[src/rtl/ctrl_pipe_if.sv]
// ID-stage inputs and pipelined control outputs of ctrl_pipe.
// FORWARD_EN adds the fwd_a/fwd_b operand-select outputs.
interface ctrl_pipe_if #(
   parameter int OPW    = 6,
   parameter int REGW   = 5,
   parameter int ALUOPW = 3,
   parameter int CNTW   = 16
);
   logic              id_valid;
   logic [OPW-1:0]    id_opcode;
   logic [REGW-1:0]   id_rs;
   logic [REGW-1:0]   id_rt;
   logic [REGW-1:0]   id_rd;
   logic              br_taken;
   logic              stall;
   logic              flush_ifid;
   logic              ex_alusrc;
   logic [ALUOPW-1:0] ex_aluop;
   logic              ex_branch;
   logic              mem_read;
   logic              mem_write;
   logic              wb_wen;
   logic              wb_memtoreg;
   logic [REGW-1:0]   wb_wreg;
   logic [CNTW-1:0]   stall_cnt;
`ifdef FORWARD_EN
   logic [1:0]        fwd_a;
   logic [1:0]        fwd_b;
`endif

   modport master (
      output id_valid, id_opcode,
      output id_rs, id_rt, id_rd,
      output br_taken,
      input  stall, flush_ifid,
      input  ex_alusrc, ex_aluop,
      input  ex_branch,
      input  mem_read, mem_write,
      input  wb_wen, wb_memtoreg,
      input  wb_wreg, stall_cnt
`ifdef FORWARD_EN
     ,input  fwd_a, fwd_b
`endif
   );

   modport slave (
      input  id_valid, id_opcode,
      input  id_rs, id_rt, id_rd,
      input  br_taken,
      output stall, flush_ifid,
      output ex_alusrc, ex_aluop,
      output ex_branch,
      output mem_read, mem_write,
      output wb_wen, wb_memtoreg,
      output wb_wreg, stall_cnt
`ifdef FORWARD_EN
     ,output fwd_a, fwd_b
`endif
   );
endinterface

[src/rtl/ctrl_pipe.sv]
// Pipelined control: ID decode, ID/EX-EX/MEM-MEM/WB control regs,
// RAW/load-use stall and branch flush. FORWARD_EN enables forwarding.
module ctrl_pipe #(
   parameter int OPW    = 6,
   parameter int REGW   = 5,
   parameter int ALUOPW = 3,
   parameter int CNTW   = 16
) (
   input logic         clk,
   input logic         rst,
   ctrl_pipe_if.slave  bus
);

   localparam logic [OPW-1:0] OP_ADD  = OPW'(6'h00);
   localparam logic [OPW-1:0] OP_SUB  = OPW'(6'h01);
   localparam logic [OPW-1:0] OP_AND  = OPW'(6'h02);
   localparam logic [OPW-1:0] OP_XOR  = OPW'(6'h03);
   localparam logic [OPW-1:0] OP_COM  = OPW'(6'h04);
   localparam logic [OPW-1:0] OP_MUL  = OPW'(6'h05);
   localparam logic [OPW-1:0] OP_ADDI = OPW'(6'h08);
   localparam logic [OPW-1:0] OP_LW   = OPW'(6'h10);
   localparam logic [OPW-1:0] OP_SW   = OPW'(6'h11);
   localparam logic [OPW-1:0] OP_BEQ  = OPW'(6'h12);

   typedef struct packed {
`ifdef FORWARD_EN
      logic [REGW-1:0]   rs;
      logic [REGW-1:0]   rt;
`endif
      logic [REGW-1:0]   wreg;
      logic              wen;
      logic              memread;
      logic              memwrite;
      logic              memtoreg;
      logic              branch;
      logic              alusrc;
      logic [ALUOPW-1:0] aluop;
   } id_ex_t;

   typedef struct packed {
      logic [REGW-1:0] wreg;
      logic            wen;
      logic            memread;
      logic            memwrite;
      logic            memtoreg;
   } ex_mem_t;

   typedef struct packed {
      logic [REGW-1:0] wreg;
      logic            wen;
      logic            memtoreg;
   } mem_wb_t;

   id_ex_t  dec;
   id_ex_t  id_ex;
   ex_mem_t ex_mem;
   mem_wb_t mem_wb;

   logic [CNTW-1:0] cnt_q;
   logic            use_rs;
   logic            use_rt;
   logic            is_rr;
   logic            is_com;
   logic            is_addi;
   logic            is_lw;
   logic            is_sw;
   logic            is_beq;
   logic            ex_hit;
   logic            raw;
   logic            flush;
   logic            stall;

   logic [OPW-1:0] op;
   assign op = bus.id_opcode;

   assign is_rr   = (op == OP_ADD) | (op == OP_SUB) |
                    (op == OP_AND) | (op == OP_XOR) |
                    (op == OP_MUL);
   assign is_com  = (op == OP_COM);
   assign is_addi = (op == OP_ADDI);
   assign is_lw   = (op == OP_LW);
   assign is_sw   = (op == OP_SW);
   assign is_beq  = (op == OP_BEQ);

   always_comb begin
      dec    = '0;
      use_rs = 1'b0;
      use_rt = 1'b0;
      if (bus.id_valid) begin
         unique case (1'b1)
            is_rr: begin
               dec.wen      = 1'b1;
               dec.memtoreg = 1'b1;
               dec.aluop    = op[ALUOPW-1:0];
               dec.wreg     = bus.id_rd;
               use_rs       = 1'b1;
               use_rt       = 1'b1;
            end
            is_com: begin
               dec.wen      = 1'b1;
               dec.memtoreg = 1'b1;
               dec.aluop    = op[ALUOPW-1:0];
               dec.wreg     = bus.id_rd;
               use_rs       = 1'b1;
            end
            is_addi: begin
               dec.wen      = 1'b1;
               dec.memtoreg = 1'b1;
               dec.alusrc   = 1'b1;
               dec.aluop    = op[ALUOPW-1:0];
               dec.wreg     = bus.id_rt;
               use_rs       = 1'b1;
            end
            is_lw: begin
               dec.wen      = 1'b1;
               dec.memread  = 1'b1;
               dec.alusrc   = 1'b1;
               dec.wreg     = bus.id_rt;
               use_rs       = 1'b1;
            end
            is_sw: begin
               dec.memwrite = 1'b1;
               dec.alusrc   = 1'b1;
               use_rs       = 1'b1;
               use_rt       = 1'b1;
            end
            is_beq: begin
               dec.branch   = 1'b1;
               dec.aluop    = ALUOPW'(1);
               use_rs       = 1'b1;
               use_rt       = 1'b1;
            end
            default: ;
         endcase
      end
`ifdef FORWARD_EN
      if (use_rs) begin
         dec.rs = bus.id_rs;
         dec.rt = bus.id_rt;
      end
`endif
      // r0 is hardwired, never write it
      if (dec.wreg == '0) dec.wen = 1'b0;
   end

   assign ex_hit = (id_ex.wreg != '0) &&
                   ((use_rs && id_ex.wreg == bus.id_rs) ||
                    (use_rt && id_ex.wreg == bus.id_rt));

`ifdef FORWARD_EN
   assign raw = id_ex.memread & ex_hit;
`else
   logic mem_hit;
   assign mem_hit = (ex_mem.wreg != '0) &&
                    ((use_rs && ex_mem.wreg == bus.id_rs) ||
                     (use_rt && ex_mem.wreg == bus.id_rt));
   assign raw = (id_ex.wen & ex_hit) |
                (ex_mem.wen & mem_hit);
`endif

   // taken branch kills the ID instruction, so its hazard is moot
   assign flush = ~rst & bus.br_taken & id_ex.branch;
   assign stall = ~rst & raw & ~flush;

   always_ff @(posedge clk) begin
      if (rst) begin
         id_ex  <= '0;
         ex_mem <= '0;
         mem_wb <= '0;
         cnt_q  <= '0;
      end else begin
         id_ex           <= (stall | flush) ? '0 : dec;
         ex_mem.wreg     <= id_ex.wreg;
         ex_mem.wen      <= id_ex.wen;
         ex_mem.memread  <= id_ex.memread;
         ex_mem.memwrite <= id_ex.memwrite;
         ex_mem.memtoreg <= id_ex.memtoreg;
         mem_wb.wreg     <= ex_mem.wreg;
         mem_wb.wen      <= ex_mem.wen;
         mem_wb.memtoreg <= ex_mem.memtoreg;
         if (stall && cnt_q != '1)
            cnt_q <= cnt_q + CNTW'(1);
      end
   end

`ifdef FORWARD_EN
   logic [1:0] fa;
   logic [1:0] fb;

   always_comb begin
      fa = 2'b00;
      fb = 2'b00;
      if (ex_mem.wen && ex_mem.wreg != '0 &&
          ex_mem.wreg == id_ex.rs)
         fa = 2'b10;
      else if (mem_wb.wen && mem_wb.wreg == id_ex.rs)
         fa = 2'b01;
      if (ex_mem.wen && ex_mem.wreg != '0 &&
          ex_mem.wreg == id_ex.rt)
         fb = 2'b10;
      else if (mem_wb.wen && mem_wb.wreg == id_ex.rt)
         fb = 2'b01;
   end

   assign bus.fwd_a = fa;
   assign bus.fwd_b = fb;
`endif

   assign bus.stall       = stall;
   assign bus.flush_ifid  = flush;
   assign bus.ex_alusrc   = id_ex.alusrc;
   assign bus.ex_aluop    = id_ex.aluop;
   assign bus.ex_branch   = id_ex.branch;
   assign bus.mem_read    = ex_mem.memread;
   assign bus.mem_write   = ex_mem.memwrite;
   assign bus.wb_wen      = mem_wb.wen;
   assign bus.wb_memtoreg = mem_wb.memtoreg;
   assign bus.wb_wreg     = mem_wb.wreg;
   assign bus.stall_cnt   = cnt_q;

endmodule

[src/flat_wrapper.sv]
// flat-port wrapper written by rule: the top's interface ports become plain ports
module ctrl_pipe_flat 
#(
   parameter int OPW    = 6,
   parameter int REGW   = 5,
   parameter int ALUOPW = 3,
   parameter int CNTW   = 16
)
  (clk, rst, bus_id_valid, bus_id_opcode, bus_id_rs, bus_id_rt, bus_id_rd, bus_br_taken, bus_stall, bus_flush_ifid, bus_ex_alusrc, bus_ex_aluop, bus_ex_branch, bus_mem_read, bus_mem_write, bus_wb_wen, bus_wb_memtoreg, bus_wb_wreg, bus_stall_cnt);
  ctrl_pipe_if #(.OPW(OPW), .REGW(REGW), .ALUOPW(ALUOPW), .CNTW(CNTW)) bus_i ();
  input logic clk;
  input logic rst;
  input wire logic [$bits(bus_i.id_valid)-1:0] bus_id_valid;
  input wire logic [$bits(bus_i.id_opcode)-1:0] bus_id_opcode;
  input wire logic [$bits(bus_i.id_rs)-1:0] bus_id_rs;
  input wire logic [$bits(bus_i.id_rt)-1:0] bus_id_rt;
  input wire logic [$bits(bus_i.id_rd)-1:0] bus_id_rd;
  input wire logic [$bits(bus_i.br_taken)-1:0] bus_br_taken;
  output wire logic [$bits(bus_i.stall)-1:0] bus_stall;
  output wire logic [$bits(bus_i.flush_ifid)-1:0] bus_flush_ifid;
  output wire logic [$bits(bus_i.ex_alusrc)-1:0] bus_ex_alusrc;
  output wire logic [$bits(bus_i.ex_aluop)-1:0] bus_ex_aluop;
  output wire logic [$bits(bus_i.ex_branch)-1:0] bus_ex_branch;
  output wire logic [$bits(bus_i.mem_read)-1:0] bus_mem_read;
  output wire logic [$bits(bus_i.mem_write)-1:0] bus_mem_write;
  output wire logic [$bits(bus_i.wb_wen)-1:0] bus_wb_wen;
  output wire logic [$bits(bus_i.wb_memtoreg)-1:0] bus_wb_memtoreg;
  output wire logic [$bits(bus_i.wb_wreg)-1:0] bus_wb_wreg;
  output wire logic [$bits(bus_i.stall_cnt)-1:0] bus_stall_cnt;
  assign bus_i.id_valid = bus_id_valid;
  assign bus_i.id_opcode = bus_id_opcode;
  assign bus_i.id_rs = bus_id_rs;
  assign bus_i.id_rt = bus_id_rt;
  assign bus_i.id_rd = bus_id_rd;
  assign bus_i.br_taken = bus_br_taken;
  assign bus_stall = bus_i.stall;
  assign bus_flush_ifid = bus_i.flush_ifid;
  assign bus_ex_alusrc = bus_i.ex_alusrc;
  assign bus_ex_aluop = bus_i.ex_aluop;
  assign bus_ex_branch = bus_i.ex_branch;
  assign bus_mem_read = bus_i.mem_read;
  assign bus_mem_write = bus_i.mem_write;
  assign bus_wb_wen = bus_i.wb_wen;
  assign bus_wb_memtoreg = bus_i.wb_memtoreg;
  assign bus_wb_wreg = bus_i.wb_wreg;
  assign bus_stall_cnt = bus_i.stall_cnt;
  ctrl_pipe #(.OPW(OPW), .REGW(REGW), .ALUOPW(ALUOPW), .CNTW(CNTW)) u_core (.clk(clk), .rst(rst), .bus(bus_i));
endmodule
[config.mk]
export PLATFORM = sky130hd
export DESIGN_NAME = ctrl_pipe_flat
export DESIGN_NICKNAME = d
export VERILOG_FILES = /design/src/rtl/ctrl_pipe_if.sv /design/src/rtl/ctrl_pipe.sv /design/src/flat_wrapper.sv
export SDC_FILE = /design/constraint.sdc
export NUM_CORES = 1
export LEC_CHECK = 0
export CAP_MARGIN = 10
export CORE_MARGIN = 4
export CORE_UTILIZATION = 44
export CTS_CLUSTER_SIZE = 10
export DETAILED_ROUTE_END_ITERATION = 16
export GPL_ROUTABILITY_DRIVEN = 0
export PLACE_DENSITY = 0.76
export SLEW_MARGIN = 5
export SYNTH_ARGS = -nofsm -noshare
export SYNTH_HDL_FRONTEND = slang
export SYNTH_SLANG_ARGS = --single-unit
[constraint.sdc]
create_clock -name clk -period 2.1 [get_ports clk]
set_clock_uncertainty 0.1 [all_clocks]
set_input_delay 0.21 -clock clk [delete_from_list [all_inputs] [get_ports clk]]
set_output_delay 0.21 -clock clk [all_outputs]
set_load 0.01 [all_outputs]
# Yosys cells after proc, flatten, opt, wreduce, memory -nomap -nowiden
# Index checks and enable logic that the tools add are counted.
word_totals:
  register_bits: 46
  inputBits: 25
  elab_cells: 81
classes:
  n_addsub: 1
  n_eq_ne: 14
  n_mux: 12
  bitwise_logic: 15
  n_reduce_logical: 22
op_table:
  columns: ["op", "count"]
  rows:
  - ["$eq 5x5->1", 4]
  - ["$eq 6x5->1 const B", 3]
  - ["$add 16x1->16 const B", 1]
  - ["$ne 16x16->1 const B", 1]
  - ["$mux 14", 1]
  - ["$eq 6x2->1 const B", 2]
  - ["$eq 6x3->1 const B", 2]
  - ["$pmux 6 s2", 1]
  - ["$reduce_or 3->1", 4]
  - ["$reduce_bool 5->1", 2]
  - ["$mux 1", 9]
  - ["$logic_and 1x1->1", 7]
  - ["$and 1x1->1", 6]
  - ["$eq 6x1->1 const B", 1]
  - ["$eq 6x4->1 const B", 1]
  - ["$logic_not 6->1", 1]
  - ["$or 1x1->1", 6]
  - ["$pmux 3 s2", 1]
  - ["$reduce_or 2->1", 3]
  - ["$reduce_or 6->1", 1]
  - ["$logic_not 5->1", 1]
  - ["$reduce_or 4->1", 1]
  - ["$not 1->1", 3]
  - ["$logic_or 1x1->1", 2]

# Logic depth before layout (Yosys ltp)
# Gate-level depths: netlist (run 1).
depth:
  depth_word: 17
  ltp_mapped: 10
  ltp_nobuf: 7

# Worst setup path before layout (run 1)
# OpenSTA, ideal clock, no wires.
synth_path:
  path_type: "register to register"
  start: "register u_core.cnt_q[0] (netlist: u_core.bus.stall_cnt[0])"
  end: "register u_core.cnt_q[10] (netlist: u_core.bus.stall_cnt[10])"
  t_arrival_ps: 1886
  setup_slack_ps: -10
  path_stages_with_launch: 9
  period_less_slack_ps: 2110
  path_cell_list: "dfxtp_1 ha_1 and3_1 nand4_1 nand2b_1 o32a_4 buf_6 nor3_1 mux2_1"
synth_via:
  elab_chain_cells: 2
  elab_cells_between_ends: 3
  cone_classes: "1 x add/sub; 1 x eq/ne; 1 x reduce/logical"
synth_rtl:
  columns: ["item", "line", "source"]
  rows:
  - ["start: declaration", "ctrl_pipe.sv:59", "logic [CNTW-1:0] cnt_q;"]
  - ["start signal: assignment", "ctrl_pipe.sv:182", "cnt_q <= cnt_q + CNTW'(1);"]
  - ["branches (longest 2 deep; another with $add 16x1->16)", null, null]
# Parallel ways; which one is timed is not known.
# A chain may end at the register's enable or synchronous reset.

# Worst setup path after layout (run 1)
layout_path:
  start: "register u_core.ex_mem[7] (netlist bit)"
  end: "register u_core.cnt_q[13] (netlist: u_core.bus.stall_cnt[13])"
layout_via:
  elab_chain_cells: 9
  elab_cells_between_ends: 12
  cone_classes: "2 x eq/ne; 4 x bitwise; 6 x reduce/logical"
layout_rtl:
  columns: ["item", "line", "source"]
  rows:
  - ["start: declaration", "ctrl_pipe.sv:56", "ex_mem_t ex_mem;"]
  - ["$eq 5x5->1, on equally long branches", "ctrl_pipe.sv:155, ctrl_pipe.sv:156", null]
  - ["$logic_and 1x1->1, on equally long branches", "ctrl_pipe.sv:155, ctrl_pipe.sv:156", null]
  - ["$logic_or 1x1->1", "ctrl_pipe.sv:155", "((use_rs && ex_mem.wreg == bus.id_rs) ||"]
  - ["$logic_and 1x1->1 (*)", "ctrl_pipe.sv:154", "assign mem_hit = (ex_mem.wreg != '0) &&"]
  - ["$and 1x1->1 (*)", "ctrl_pipe.sv:158", "(ex_mem.wen & mem_hit);"]
  - ["$or 1x1->1 (*)", "ctrl_pipe.sv:157", "assign raw = (id_ex.wen & ex_hit) |"]
  - ["$and 1x1->1 (*) (2 in series)", "ctrl_pipe.sv:163", "assign stall = ~rst & raw & ~flush;"]
  - ["$logic_and 1x1->1 (*)", "ctrl_pipe.sv:181", "if (stall && cnt_q != '1)"]
# Mark *: on every way between the ends. The rest lies on a longest branch, timed or not.

==> results of run 1 <==
==> state kept, by name, indices dropped and copies added (netlist names) <==
signal / cells
u_core.bus.mem_read: 1
u_core.bus.wb_wreg: 5
u_core.bus.ex_branch: 1
u_core.bus.ex_alusrc: 1
u_core.bus.wb_wen: 1
u_core.bus.ex_aluop: 3
u_core.id_ex: 9
u_core.bus.mem_write: 1
u_core.bus.wb_memtoreg: 1
u_core.ex_mem: 7
u_core.bus.stall_cnt: 16
==> cell type report <==
cell class                      instances  area (µm²)
Clock inverter                          2       37.54
Sequential cell                        46       928.4
Clock buffer                            6       72.57
Timing Repair Buffer                  107       959.7
Fill cell                             351        1316
Tap cell                               67       83.83
Multi-Input combinational cell        188        1388
==> through the flow <==
| stage | power [mW] | std cells | instance area [µm²] |
|---|---|---|---|
| detailed placement | 1.074 | 399 | 3088 |
| global placement | 1.071 | 399 | 3088 |
| global route | 1.786 | 416 | 3470 |
| finish | 1.728 | 416 | 3470 |
| floorplan | 0.9781 | 250 | 2211 |
| CTS | 1.720 | 416 | 3397 |
==> per-layer routing <==
layer,wire length (µm),share of wire
met5,0,0
met1,2734,0.43
met4,146,0.023
met3,209,0.033
met2,3339,0.52
==> cell families after synthesis <==
family          count (synthesis)
compound gates                 38
xor+xnor                       22
fa+ha+maj                       1
buf+inv                        18
flops                          46
mux                             5
simple gates                  120
==> critical path: stages (launching register included) <==
cell	delay (ns)
dfxtp_2	0.33
buf_4	0.13
buf_6	0.11
xnor2_2	0.11
nand3_1	0.12
nor4_2	0.21
nor2_2	0.10
buf_6	0.13
o32a_4	0.38
or4_1	0.41
a21oi_1	0.14
==> power groups by stage <==
| stage | clock [mW] | combinational, mW | sequential, mW |
|---|---|---|---|
| detailed placement | 0 | 0.175 | 0.899 |
| finish | 0.653 | 0.196 | 0.879 |
| global placement | 0 | 0.172 | 0.899 |
| global route | 0.695 | 0.211 | 0.880 |
| floorplan | 0 | 0.0789 | 0.899 |
| CTS | 0.655 | 0.186 | 0.879 |
==> timing repair <==
action | CTS | global route
pin swaps | 21 | 14
cloned | 2 | 0
gates resized for setup | 33 | 13
buffers inserted | 7 | 0
hold buffers | 0 | 0
endpoints found under the setup margin | 31 | 31
==> layout by cell type, fill, tap and decap left out, drive strengths merged, types with 4 or more instances in the layout <==
master	count
nor3	7
mux2	4
nand2	9
nand4	5
or4	10
a22oi	6
xor2	9
xnor2	13
nor2	24
nand3	12
and3	5
clkbuf	6
a21oi	10
buf	52
nor4	8
dfxtp	46
nor2b	26
o32a	4
nand2b	5
clkdlybuf4s50	54
or3	5
o21ai	14
==> final timing paths <==
check	end	slack (ns)	cells after the start
max	u_core.bus.stall_cnt[13]	-0.26	10
min	u_core.bus.mem_read	0.34	1
max reg2reg	u_core.bus.stall_cnt[13]	-0.26	10
min reg2reg	u_core.bus.mem_read	0.34	1
==> impl_metrics.yaml, run 1 <==
logic_synthesis:
  synthesis.area_um2: 2208
  yosysTopAreaCellShare: 0.4170
  synthesis.nets: 276
  synth-warning-count: 0
  synth_top_family_by_area: "simple AND/OR/NAND/NOR gates"
  avgSynthCellArea_um2: 8.833
  yosysTopAreaCell: "dfxtp_1"
  synth_async_sr_flop_share: 0
  muxShareOfSynthArea: 0.02493
  synth_compound_area_frac: 0.1122
  yosys.area_share.xor_xnor: 0.08725
  synth_area_leaders: "dfxtp_1 42%, nor2b_1 7.4%, xnor2_1 5.2%, nor2_1 4.1%, xor2_1 3.6%"
  synth_most_common_cell: "dfxtp_1"
  synth-simple-area-share: 0.3088
  synth_flop_cell: "dfxtp_1"
  synth_adder_area_share: 0.005666
  synth_seq_area_share: 0.4170
  syn_inst: 250
  ys_ff_latch: 46
  synth_cell_type_count: 38
  synth_edf_count: 0
  synth_common_cells: "46 x dfxtp_1, 26 x nor2b_1, 24 x nor2_1"
worst_setup_path:
  r2r_start: "u_core.ex_mem[7]"
  endpoint_kind: "flop"
  criticalPathCategory: "flop to flop"
  cp_data_required_time_ns: 2.23
  startpoint: "u_core.ex_mem[7]"
  critPathMaxFanout: 4
  arrival_ns: 2.49
  startpoint_type: "flop"
routing:
  final_antenna_net_count: 0
  avgViaCountPerCell: 5.276
  wl_per_cell_um: 15.46
  drc: 0
  drt_wl_total_mm: 6.430
  drtPass1Iterations: 4
  vias: 2195
  first_iter_violations: 103
clock_network:
  insertion_delay_ns: 0.30
  clk_pin_slew_ns: 0.08
  root_buffer: "clkbuf_8"
  cts_tree: "done"
  clock_path_buffers: 2
  htree_levels: 2
  numCtsBuffers: 5
  cts.sinks: 46
global_route:
  grt_max_degree: 42
  grt_pass1_wl_mm: 10.14
  globalRouteMet3Util: 0.03288
  grt_antenna_before_repair: 0
  overflow: 0
  gr-usage-met1: 0.2424
  grt-busiest-layer: "met2"
  met2_usage: 0.3633
  grtUsageTotal: 0.2059
  grt_pass1_vias: 2186
pwr:
  clkPwrFrac: 0.378
  p_leak_nw: 1.315
  switching_share: 0.2287
  intPower_mw: 1.333
  p_switching_mw: 0.3952
  p_comb_frac: 0.113
  peakVddDrop_mv: 0.3100
  powerDensity_nw_per_um2: 498.0
  seqPwrFrac: 0.509
timing:
  fin_crit_ns: 2.356
  setup_tns_ns: -4.918
  max_freq_mhz: 424.5
  worstMarginPinSlew_ns: 0.4093
  finalCritPeriodShare: 1.122
  hold_violations: 0
  rsz0062_at_grt: "true"
  setup_violations: 30
  slew_headroom: 0.7271
  fin_hold_ws_ns: 0.3448
  worst_slack_ns: -0.2557
  slew_violations: 0
run_status:
  outcome: "finished with violations"
  violations: "setup timing"
cells_and_area:
  n_antenna_cell: 0
  syn_to_final_growth_pct: 57.11
  final_util: 0.7250
  drive_gt1_frac: 0.2722
  nNetsFinal: 374
floorplanning:
  ios: 57
  die_y_um: 78.85
  dieWidth_um: 78.85
  start_util: 0.4614
  std_cell_rows: 25
  die_area_um2: 6217
  core_area_um2: 4786
place:
  dp_hpwl_mm: 4.199
  io_buffer_count: 56
  place_ws_ns: -0.5179
min_path:
  hold_start: "u_core.id_ex[7]"
  hp-class: "flop to flop"
flow_run:
  max_cap_viol_count: 0
No activity file was read; power rests on OpenSTA's default activity.
==> inputs of run 2 (changes only) <==
--- a/config.mk
+++ b/config.mk
@@ -11,7 +11,7 @@
 export CTS_CLUSTER_SIZE = 10
 export DETAILED_ROUTE_END_ITERATION = 16
 export GPL_ROUTABILITY_DRIVEN = 0
-export PLACE_DENSITY = 0.76
+export PLACE_DENSITY = 0.84
 export SLEW_MARGIN = 5
 export SYNTH_ARGS = -nofsm -noshare
 export SYNTH_HDL_FRONTEND = slang
==> run 2 against run 1 <==
Final cell count increased by 1.9%; clock power fell by 15%; critical path depth stayed put; sequential share of layout area down 1.2 points; the run still ends with setup timing left; sequential cell count is the same; register-to-register slack got worse by 0.07 ns; design area grew 5.0%; via count is 3.9% higher; routed wire length up 6.8%; sequential power hardly changed.
==> impl_metrics.yaml, run 2 (synthesis gave the netlist of run 1 again) <==
flow_run:
  max_cap_viol_count: 0
place:
  place_ws_ns: -0.5236
  dpl.cell_count: 396
  io_buffer_count: 56
  dp_hpwl_mm: 4.062
floorplanning:
  core_area_um2: 4786
  die_y_um: 78.85
  std_cell_rows: 25
  start_util: 0.4614
  dieWidth_um: 78.85
  ios: 57
  die_area_um2: 6217
cells_and_area:
  n_antenna_cell: 0
  drive_gt1_frac: 0.3557
  nNetsFinal: 382
  final_util: 0.7616
  final_common_cell: "clkdlybuf4s50_1"
  final_cell_mix: "49 x clkdlybuf4s50_1, 45 x buf_4, 39 x dfxtp_1"
  largest_reg_flops: 16
  fin_cells: 424
  syn_to_final_growth_pct: 65.04
worst_setup_path:
  cp_top_family: "compound AO/OA/AOI/OAI gates"
  worst_path_max_delay_cell: "o32a_1"
  r2r_setup_slack_ns: -0.33
  cp.buffers_inverters: 3
  arrival_ns: 2.50
  cp_cell_sequence: "buf_4 -> xnor2_1 -> nand3_1 -> nor4_2 -> nor2_2 -> o32a_1 -> buf_6 -> buf_4 -> o31ai_1 -> a21oi_2"
  criticalPathCategory: "flop to flop"
  critPathMaxFanout: 3
  cp_common_cell: "buf_4"
  endpoint_kind: "flop"
  critPathMaxStageDelay_ns: 0.39
  startpoint_type: "flop"
  cp_data_required_time_ns: 2.17
timing:
  worst_slack_ns: -0.3305
  hold_violations: 0
  slew_headroom: 0.7074
  fin_crit_ns: 2.431
  rsz0062_at_grt: "true"
  max_freq_mhz: 411.4
  worstMarginPinSlew_ns: 0.4390
  setup_violations: 31
  finalCritPeriodShare: 1.157
  slew_violations: 0
clock_network:
  clk_pin_slew_ns: 0.08
  cts_tree: "done"
  cts.sinks: 46
  root_buffer: "clkbuf_8"
  htree_levels: 2
  insertion_delay_ns: 0.30
  clock_path_buffers: 2
  numCtsBuffers: 5
min_path:
  hp-class: "primary input to flop"
global_route:
  grtUsageTotal: 0.2040
  grt_antenna_before_repair: 0
  overflow: 0
  grt_pass1_vias: 2157
  grt_max_degree: 42
  grt_pass1_wl_mm: 10.17
routing:
  drtPass1Iterations: 5
  first_iter_violations: 106
  wl_per_cell_um: 16.19
  vias: 2280
  avgViaCountPerCell: 5.377
  final_antenna_net_count: 0
  drc: 0
  drt_wl_total_mm: 6.866
run_status:
  outcome: "finished with violations"
  violations: "setup timing"
pwr:
  total_power_mw: 1.639
  powerDensity_nw_per_um2: 449.7
  peakVddDrop_mv: 0.3154
  p_leak_nw: 1.417
[run 2: changes by cell type in the layout (fill, tap and decap cells not counted), sizes merged]
| cell | delta |
|---|---|
| bufinv | -1 |
| clkbuf | +1 |
| clkinv | +1 |
| dlygate4sd2 | +2 |
| dlymetal6s2s | +3 |
| clkinvlp | -1 |
| clkdlybuf4s50 | -5 |
| buf | +8 |
[run 2: final timing paths]
path	startpoint	endpoint	depth (start not counted)
max	u_core.id_ex[11]	u_core.bus.stall_cnt[2]	10
min	bus_id_rt[1]	u_core.id_ex[10]	3
max reg2reg	u_core.id_ex[11]	u_core.bus.stall_cnt[2]	10
min reg2reg	u_core.id_ex[5]	u_core.ex_mem[0]	1
[run 2: through the flow]
stage	hold slack [ns]	setup TNS (ns)	cell area [µm²]
global placement	0.3238	-9.970	3065
finish	0.2601	-6.473	3645
CTS	0.3571	-4.328	3453
floorplan	0.1885	0	2211
detailed placement	0.3374	-10.89	3065
global route	0.3092	-8.954	3645
[run 2: worst register-to-register path: cells and delay by family (launching register included)]
kind,cells,cell delay (ns)
AOI/OAI and AO/OA,3,0.82
xor gates and xnor gates,1,0.17
buffers and inverters,3,0.40
DFF,1,0.32
and+or+nand+nor,3,0.51
[run 2: repair_timing]
action / in CTS / in global routing
gates resized for setup: 48 / 35
pin swaps: 28 / 16
hold buffers: 0 / 0
cloned: 2 / 0
endpoints found under the setup margin: 31 / 31
buffers inserted: 11 / 7
[run 2: area by class of cell]
class,count,area [µm²]
multi-input cells,188,1483
fillers,310,1141
repair buffers,115,1055
flip-flops and latches,46,932.1
clock buffers,7,86.33
well taps,67,83.83
clock inverters,1,5.005
[run 2: routing by layer]
layer	global-route usage	wire length, µm	vias up
li1	-	-	1100
met1	0.2445	2841	1071
met2	0.3642	3534	91
met3	0.04875	326	18
met4	0.05498	164	0
met5	0	0	-
[run 2: power by group]
part | internal, mW | switching (mW)
registers | 0.875 | 0.00297
logic | 0.106 | 0.0999
clock network | 0.266 | 0.290
==> inputs of run 3 (changes only) <==
--- a/config.mk
+++ b/config.mk
@@ -6,12 +6,12 @@
 export NUM_CORES = 1
 export LEC_CHECK = 0
 export CAP_MARGIN = 10
-export CORE_MARGIN = 4
 export CORE_UTILIZATION = 44
 export CTS_CLUSTER_SIZE = 10
 export DETAILED_ROUTE_END_ITERATION = 16
 export GPL_ROUTABILITY_DRIVEN = 0
 export PLACE_DENSITY = 0.84
+export SKIP_LAST_GASP = 1
 export SLEW_MARGIN = 5
 export SYNTH_ARGS = -nofsm -noshare
 export SYNTH_HDL_FRONTEND = slang
==> run 3 against run 2 <==
The run still ends with setup timing left; critical path depth is 2 lower; final cell count is 2.4% lower; non-clock buffer count is 9 lower; hold slack better by 0.087 ns; combinational power is 4% lower; critical endpoint unchanged; highest routed layer unchanged.
==> impl_metrics.yaml, run 3 (synthesis gave the netlist of run 1 again) <==
run_status:
  outcome: "finished with violations"
  violations: "setup timing"
timing:
  setup_violations: 31
  fin_crit_ns: 2.388
  worstMarginPinSlew_ns: 0.4141
  worst_slack_ns: -0.2875
  max_freq_mhz: 418.8
  fin_hold_ws_ns: 0.3473
  hold_violations: 0
  slew_violations: 0
  finalCritPeriodShare: 1.137
  rsz0062_at_grt: "true"
  slew_headroom: 0.7240
worst_setup_path:
  crit_end: "u_core.bus.stall_cnt[2]"
  cp_top_family: "simple AND/OR/NAND/NOR gates"
  startpoint_type: "flop"
  cp_cell_sequence: "buf_4 -> xor2_1 -> nor4_2 -> nor2_2 -> o32a_1 -> buf_6 -> or4_4 -> a21oi_2"
  worst_path_max_delay_cell: "or4_4"
  criticalPathCategory: "flop to flop"
  cp_data_required_time_ns: 2.24
  critPathMaxFanout: 3
  r2r-end: "u_core.bus.stall_cnt[2]"
  startpoint: "u_core.ex_mem[7]"
  r2r_setup_slack_ns: -0.29
  r2r_start: "u_core.ex_mem[7]"
  cp_num_cells: 8
  arrival_ns: 2.52
  cp.buffers_inverters: 2
  endpoint_kind: "flop"
  critPathMaxStageDelay_ns: 0.53
  rr_worst_depth: 8
floorplanning:
  core_area_um2: 4786
  dieWidth_um: 72.85
  std_cell_rows: 25
  die_y_um: 72.85
  start_util: 0.4614
  die_area_um2: 5306
  ios: 57
routing:
  wl_per_cell_um: 15.15
  vias: 2189
  drc: 0
  first_iter_violations: 121
  drtPass1Iterations: 4
  final_antenna_net_count: 0
  avgViaCountPerCell: 5.287
  drt_wl_total_mm: 6.274
clock_network:
  root_buffer: "clkbuf_8"
  clk_pin_slew_ns: 0.09
  numCtsBuffers: 5
  insertion_delay_ns: 0.30
  cts.sinks: 46
  hold_buffers: 0
  htree_levels: 2
  cts_tree: "done"
  clock_path_buffers: 2
global_route:
  grt_pass1_vias: 2017
  grt_max_degree: 42
  grtUsageTotal: 0.2224
  grt_antenna_before_repair: 0
  grt_pass1_wl_mm: 8.976
  overflow: 0
pwr:
  total_power_mw: 1.737
  powerDensity_nw_per_um2: 508.0
  p_leak_nw: 1.278
  peakVddDrop_mv: 0.4084
cells_and_area:
  nNetsFinal: 372
  drive_gt1_frac: 0.2738
  final_common_cell: "clkdlybuf4s50_1"
  n_antenna_cell: 0
  final_cell_mix: "53 x clkdlybuf4s50_1, 47 x buf_4, 40 x dfxtp_1"
  finish.instance_area_um2: 3418
  syn_to_final_growth_pct: 54.79
  final_util: 0.7142
  largest_reg_flops: 16
place:
  place_ws_ns: -0.5803
  io_buffer_count: 56
  placed_area_um2: 3080
  dp_hpwl_mm: 4.023
flow_run:
  max_cap_viol_count: 0
min_path:
  hp-class: "flop to flop"
run 3: how the worst min path moves through the flow:
stage	cells after the start	endpoint	start	slack [ns]
after floorplan	1	u_core.bus.ex_aluop[0]	bus_id_opcode[5]	0.19
after global placement	1	u_core.bus.mem_write	u_core.id_ex[6]	0.32
after detailed placement	1	u_core.bus.mem_read	u_core.id_ex[7]	0.33
after CTS	1	u_core.bus.mem_read	u_core.id_ex[7]	0.35
after global routing	1	u_core.bus.mem_read	u_core.id_ex[7]	0.35
final	1	u_core.bus.mem_read	u_core.id_ex[7]	0.35
run 3: where the power goes:
part           total [mW]  switching (mW)  internal (mW)
Combinational       0.198          0.0958          0.103
Sequential          0.879         0.00293          0.876
Clock               0.659           0.304          0.355
run 3: routing by layer:
layer | GRT usage | routed length [µm]
met2 | 0.3904 | 3210
met1 | 0.2528 | 2698
met3 | 0.05387 | 180
met5 | 0 | 0
met4 | 0.1068 | 185
run 3: area by class of cell:
class                           instances  area [µm²]
Fill cell                             346        1368
Multi-Input combinational cell        187        1350
Timing Repair Buffer                  106       945.9
Sequential cell                        46       928.4
Tap cell                               67       83.83
Clock buffer                            6       72.57
Clock inverter                          2       37.54
run 3: stage by stage:
stage          instances  setup TNS [ns]
2_1_floorplan        250               0
5_1_grt              414          -8.509
3_3_place_gp         398          -9.079
3_5_place_dp         398          -11.11
6_report             414          -5.643
4_1_cts              406          -4.955
run 3: worst register-to-register path: stages, from the launching register on:
cell and delay (ns):
dfxtp_1 0.33, buf_4 0.15, xor2_1 0.16, nor4_2 0.31, nor2_2 0.09, o32a_1 0.38
buf_6 0.14, or4_4 0.53, a21oi_2 0.12
run 3: repair_timing:
item                                    in CTS  in global routing
endpoints found under the setup margin      31                 31
resized for setup                           24                 18
pin swaps                                   11                  9
cloned                                       0                  1
buffers inserted                             1                  7
